## config.mk

```make
export PLATFORM = sky130hd
export DESIGN_NAME = serial_adder_ctrl
export DESIGN_NICKNAME = d
export VERILOG_FILES = /design/src/rtl/serial_adder_ctrl.sv
export SDC_FILE = /design/constraint.sdc
export NUM_CORES = 1
export LEC_CHECK = 0
export CORE_MARGIN = 4
export CORE_UTILIZATION = 53
export DETAILED_ROUTE_END_ITERATION = 6
export PLACE_DENSITY_LB_ADDON = 0.08
export REMOVE_ABC_BUFFERS = 1
export SYNTH_ARGS = -nofsm -noshare
export SYNTH_HDL_FRONTEND = slang
export SYNTH_SLANG_ARGS = --single-unit
```

## constraint.sdc

```tcl
create_clock -name clk -period 3.4 [get_ports clk]
set_clock_uncertainty 0.05 [all_clocks]
set_input_delay 0.34 -clock clk [delete_from_list [all_inputs] [get_ports clk]]
set_output_delay 0.34 -clock clk [all_outputs]
set_load 0.02 [all_outputs]
```

## src/rtl/serial_adder_ctrl.sv

```systemverilog
// serial_adder_ctrl
//   Bit-serial add controller. Sequences one external full-adder cell over
//   WIDTH-bit operands, LSB first, one bit per clock, so a single cell does
//   the work of a WIDTH-bit ripple adder at the cost of WIDTH+1 cycles.
//
//   state | meaning
//   ------+----------------------------------------------------------
//   IDLE  | waiting for start; operands captured on the accepting edge
//   CALC  | one operand bit per clock through the external cell
//   DONE  | result registered; done pulses for exactly this cycle
//
// Ports
//   clk              system clock, rising edge
//   rst_n            synchronous active-low reset
//   start            request, sampled only in IDLE (held high re-triggers)
//   din_a, din_b     operands, captured on an accepted start
//   cin              carry-in, captured on an accepted start
//   fa_a, fa_b       to the full-adder cell operands (0 outside CALC)
//   fa_cin           to the full-adder cell carry-in (0 outside CALC)
//   fa_sum, fa_cout  from the full-adder cell
//   busy             high while in CALC
//   done             one-cycle pulse, result valid
//   sum_out          registered sum, held until the next result lands
//   cout_out         registered final carry, held with sum_out

module serial_adder_ctrl #(
   parameter int WIDTH = 8,
   parameter int CNT_W = $clog2(WIDTH)
) (
   input  logic             clk,
   input  logic             rst_n,
   input  logic             start,
   input  logic [WIDTH-1:0] din_a,
   input  logic [WIDTH-1:0] din_b,
   input  logic             cin,
   output logic             fa_a,
   output logic             fa_b,
   output logic             fa_cin,
   input  logic             fa_sum,
   input  logic             fa_cout,
   output logic             busy,
   output logic             done,
   output logic [WIDTH-1:0] sum_out,
   output logic             cout_out
);

   typedef enum logic [1:0] {
      ST_IDLE = 2'd0,
      ST_CALC = 2'd1,
      ST_DONE = 2'd2
   } state_t;

   state_t state;
   state_t state_nxt;

   logic [WIDTH-1:0] a_sh;
   logic [WIDTH-1:0] b_sh;
   logic [WIDTH-1:0] sum_sh;
   logic             carry;
   logic [CNT_W-1:0] cnt;

   logic             accept;
   logic             in_calc;
   logic             last_bit;
   logic [WIDTH-1:0] sum_shifted;

   // sum_sh[0] is always shifted out before it could be read; the final
   // result is assembled from the incoming fa_sum plus the upper bits.
   logic             unused_sum_lsb;

   assign unused_sum_lsb = sum_sh[0];

   assign accept      = (state == ST_IDLE) && start;
   assign in_calc     = (state == ST_CALC);
   assign last_bit    = in_calc && (cnt == CNT_W'(WIDTH - 1));
   assign sum_shifted = {fa_sum, sum_sh[WIDTH-1:1]};

   // ---------------------------------------------------------------
   // State register
   // ---------------------------------------------------------------
   always_ff @(posedge clk) begin
      if (!rst_n) begin
         state <= ST_IDLE;
      end else begin
         state <= state_nxt;
      end
   end

   // ---------------------------------------------------------------
   // Next state and state-decoded outputs. busy/done/fa_* depend only
   // on registered state and registers, so they carry no glitches from
   // the requester inputs.
   // ---------------------------------------------------------------
   always_comb begin
      state_nxt = state;
      busy      = 1'b0;
      done      = 1'b0;
      fa_a      = 1'b0;
      fa_b      = 1'b0;
      fa_cin    = 1'b0;

      case (state)
         ST_IDLE: begin
            if (start) begin
               state_nxt = ST_CALC;
            end
         end

         ST_CALC: begin
            busy   = 1'b1;
            fa_a   = a_sh[0];
            fa_b   = b_sh[0];
            fa_cin = carry;
            if (cnt == CNT_W'(WIDTH - 1)) begin
               state_nxt = ST_DONE;
            end
         end

         ST_DONE: begin
            done      = 1'b1;
            state_nxt = ST_IDLE;
         end

         default: begin
            state_nxt = ST_IDLE;
         end
      endcase
   end

   // ---------------------------------------------------------------
   // Datapath: operand shifters, carry, bit counter, result registers
   // ---------------------------------------------------------------
   always_ff @(posedge clk) begin
      if (!rst_n) begin
         a_sh     <= '0;
         b_sh     <= '0;
         sum_sh   <= '0;
         carry    <= 1'b0;
         cnt      <= '0;
         sum_out  <= '0;
         cout_out <= 1'b0;
      end else begin
         if (accept) begin
            a_sh   <= din_a;
            b_sh   <= din_b;
            carry  <= cin;
            cnt    <= '0;
            sum_sh <= '0;
         end else if (in_calc) begin
            a_sh   <= {1'b0, a_sh[WIDTH-1:1]};
            b_sh   <= {1'b0, b_sh[WIDTH-1:1]};
            carry  <= fa_cout;
            cnt    <= cnt + CNT_W'(1);
            sum_sh <= sum_shifted;
         end

         // The last bit's sum comes straight from the cell, so the result
         // is complete on this edge rather than one cycle later.
         if (last_bit) begin
            sum_out  <= sum_shifted;
            cout_out <= fa_cout;
         end
      end
   end

endmodule

```

==> impl_metrics.toml <==
[hold_path]
hp-class = "flop to flop"
min_path_cells = 2
holdPathEnd = "b_sh[1]$_SDFFE_PN0P_"
hold_start = "b_sh[2]$_SDFFE_PN0P_"

[sta]
rsz0062_at_grt = "false"
hold_viol_final = 0
fmax_mhz = 337
min_period_ps = 2970
slew_viol_final = 0
tns_ps = 0
slew_headroom = 0.369
setup_viol = 0
period_share = 0.872
worst_slew_pin_slew_ps = 944

[floorplanning]
die_h_um = 62.9
chipWidth_um = 62.9
core_area_mm2 = 0.00283
dieArea_mm2 = 0.00396
start_util = 0.565
ios = 36
rows = 19

[clock_tree]
clk_pin_slew_worst_paths_ps = 110
cts_max_level = 2
cts-root-buf = "clkbuf_4"
cts_tree = "done"
hold_buffers = 0
cts.repair.resized = 0
clkSinkCount = 38
cts_made_buffers = 5
cts_buffer_depth = 2
postCtsSetupRepairBufs = 0
clk_latency_ps = 340

[synth]
ys_seq_area_frac = 0.476
synthDistinctLibCells = 28
synth_top_cell_area_share = 0.476
synthArstFlopShare = 0
synth_area_leaders = "dfxtp_1, a21oi_1, nand2_1, a21boi_0, nand3_1"
ys.warnings.count = 0
ys_ff_latch = 38
postSynthCellCount = 192
synth.avg_cell_area_um2 = 8.32
synth-edff-count = 0
netlist_area_mm2 = 0.00160
synth_area_leader_cell = "dfxtp_1"
post-synth-top-count-cell = "nand2_1"
synthTopCellsByCount = "nand2_1, dfxtp_1, a21oi_1"
synth_top_flop_cell = "dfxtp_1"

[placed_design]
routabilityCongestion = 0.737
dp_cells = 244
hpwl_um = 2150
post_dp_cell_area_mm2 = 0.00190
portBuffers = 35

[setup_path]
worst-endpoint-arrival_ps = 2580
critical_path.startpoint = "state[1]$_SDFFE_PN0P_"
cp_top_family = "buffers and inverters"
max_stage_delay_ps = 550
rrSetupSlack_ps = 1550
slowest_stage = "clkdlybuf4s50_1"
r2r_start = "state[1]$_SDFFE_PN0P_"
path_class = "flop to output pin"
reg2reg_depth = 4
path_buf_inv = 3
r2r-end = "state[1]$_SDFFE_PN0P_"
cp_cell_sequence = "nand2b_1 > buf_4 > clkinv_2 > and2_1 > clkdlybuf4s50_1"
start_kind = "flop"
critPathMaxFanout = 36
cp-end-kind = "output pin"
critical_path_required_ps = 3010

[finish]
drive_above_1_share = 0.0814
fill_cells = 238
final_cells = 252
syn_to_final_growth_pct = 23.7
final_area_mm2 = 0.00198
final_nets = 244
n_antenna_cell = 0

[job]
maxCapViolCount = 0

[detailed_routing]
avgRoutedWirePerCell_um = 12.6
antenna_left = 0
avgViaCountPerCell = 5.46
dr.max_layer_used = "met4"
vias = 1376
wl_met2_um = 1580
drtPass1Iterations = 5
wl_met1_um = 1370
drt_iter0_drc = 73
drc_errors = 0
postRouteWirelength_um = 3170
dr_wl_met3_um = 201

[outcome]
status = "complete, no violations"

[power]
total_power_w = 0.000893
ir_worst_vdd_mv = 0.338
p_leak_nw = 0.701
pwr_density_cell_mw_per_mm2 = 452

[global_route]
grt_pass1_vias = 1245
grtUsageTotal = 0.166
grt_pass1_wl_um = 5360
antenna_found_initial = 0
grt_max_degree = 37
overflow = 0
-- tightest hold or removal path: cells and delay by family (launching register included) --
family           cells  cell delay [ps]
flip-flops           1              330
AND/OR/NAND/NOR      1               50
AO/OA/AOI/OAI        1               50
-- cell families after synthesis --
group                    synth area share
XOR/XNOR                          0.00548
AO/OA/AOI/OAI                       0.233
AND/OR/NAND/NOR                     0.204
adder cells (fa/ha/maj)            0.0157
flip-flops                          0.476
buffers and inverters              0.0650
-- through the flow --
stage | utilization | worst slack (ps) | hold slack, ps
floorplan | - | 1150 | 377
global placement | 0.671 | 901 | 388
detailed placement | 0.671 | 832 | 397
CTS | 0.699 | 430 | 411
global route | 0.699 | 248 | 434
finish | 0.699 | 435 | 409
-- cell type report --
class                   instances  area [um^2]  area share
inverters                       2         8.76     0.00443
multi-input cells             137          733       0.371
repair buffers                 36          358       0.181
well taps                      31         38.8      0.0196
flip-flops and latches         38          761       0.385
clock buffers                   5         37.5      0.0190
clock inverters                 3         40.0      0.0203
-- metal layers --
layer | track usage | up-vias
met3 | 0.0629 | 2
met2 | 0.294 | 45
li1 | - | 706
met1 | 0.183 | 623
met5 | 0 | -
met4 | 0.0496 | 0
-- flip-flops by register name (all words and copies together), names as in the netlist --
name and flops:
cout_out 1, state 2, cnt 3, b_sh 8, sum_out 8, a_sh 8, sum_sh 7, carry 1
-- how the worst max path moves through the flow --
| stage | cells after the start | slack, ps | endpoint |
|---|---|---|---|
| 2_1_floorplan | 3 | 1150 | fa_a |
| 3_3_place_gp | 5 | 900 | fa_b |
| 3_5_place_dp | 5 | 830 | fa_b |
| 4_1_cts | 5 | 430 | fa_b |
| 5_1_grt | 5 | 250 | fa_b |
| 6_report | 5 | 430 | fa_b |
-- power by group --
group          switching [W]  total, W  internal (W)
sequential         0.0000128  0.000478      0.000466
clock               0.000150  0.000302      0.000152
combinational      0.0000581  0.000112     0.0000542
total               0.000221  0.000893      0.000672
-- cells in the final DEF (no fill, tap or decap), drive strengths merged --
cell           instances
bufinv                 1
inv                    1
buf                    1
clkdlybuf4s50         35
nand2                 42
a21oi                 36
a21boi                11
and2                   4
o221a                  3
or3b                   1
o21ai                 13
dfxtp                 38
nor3b                  2
xnor2                  1
ha                     2
nand2b                 1
clkinv                 3
nor2b                  3
nor2                   5
nand3b                 1
and3                   1
nand3                 11
clkbuf                 5
No activity file was read; power rests on OpenSTA's default activity.
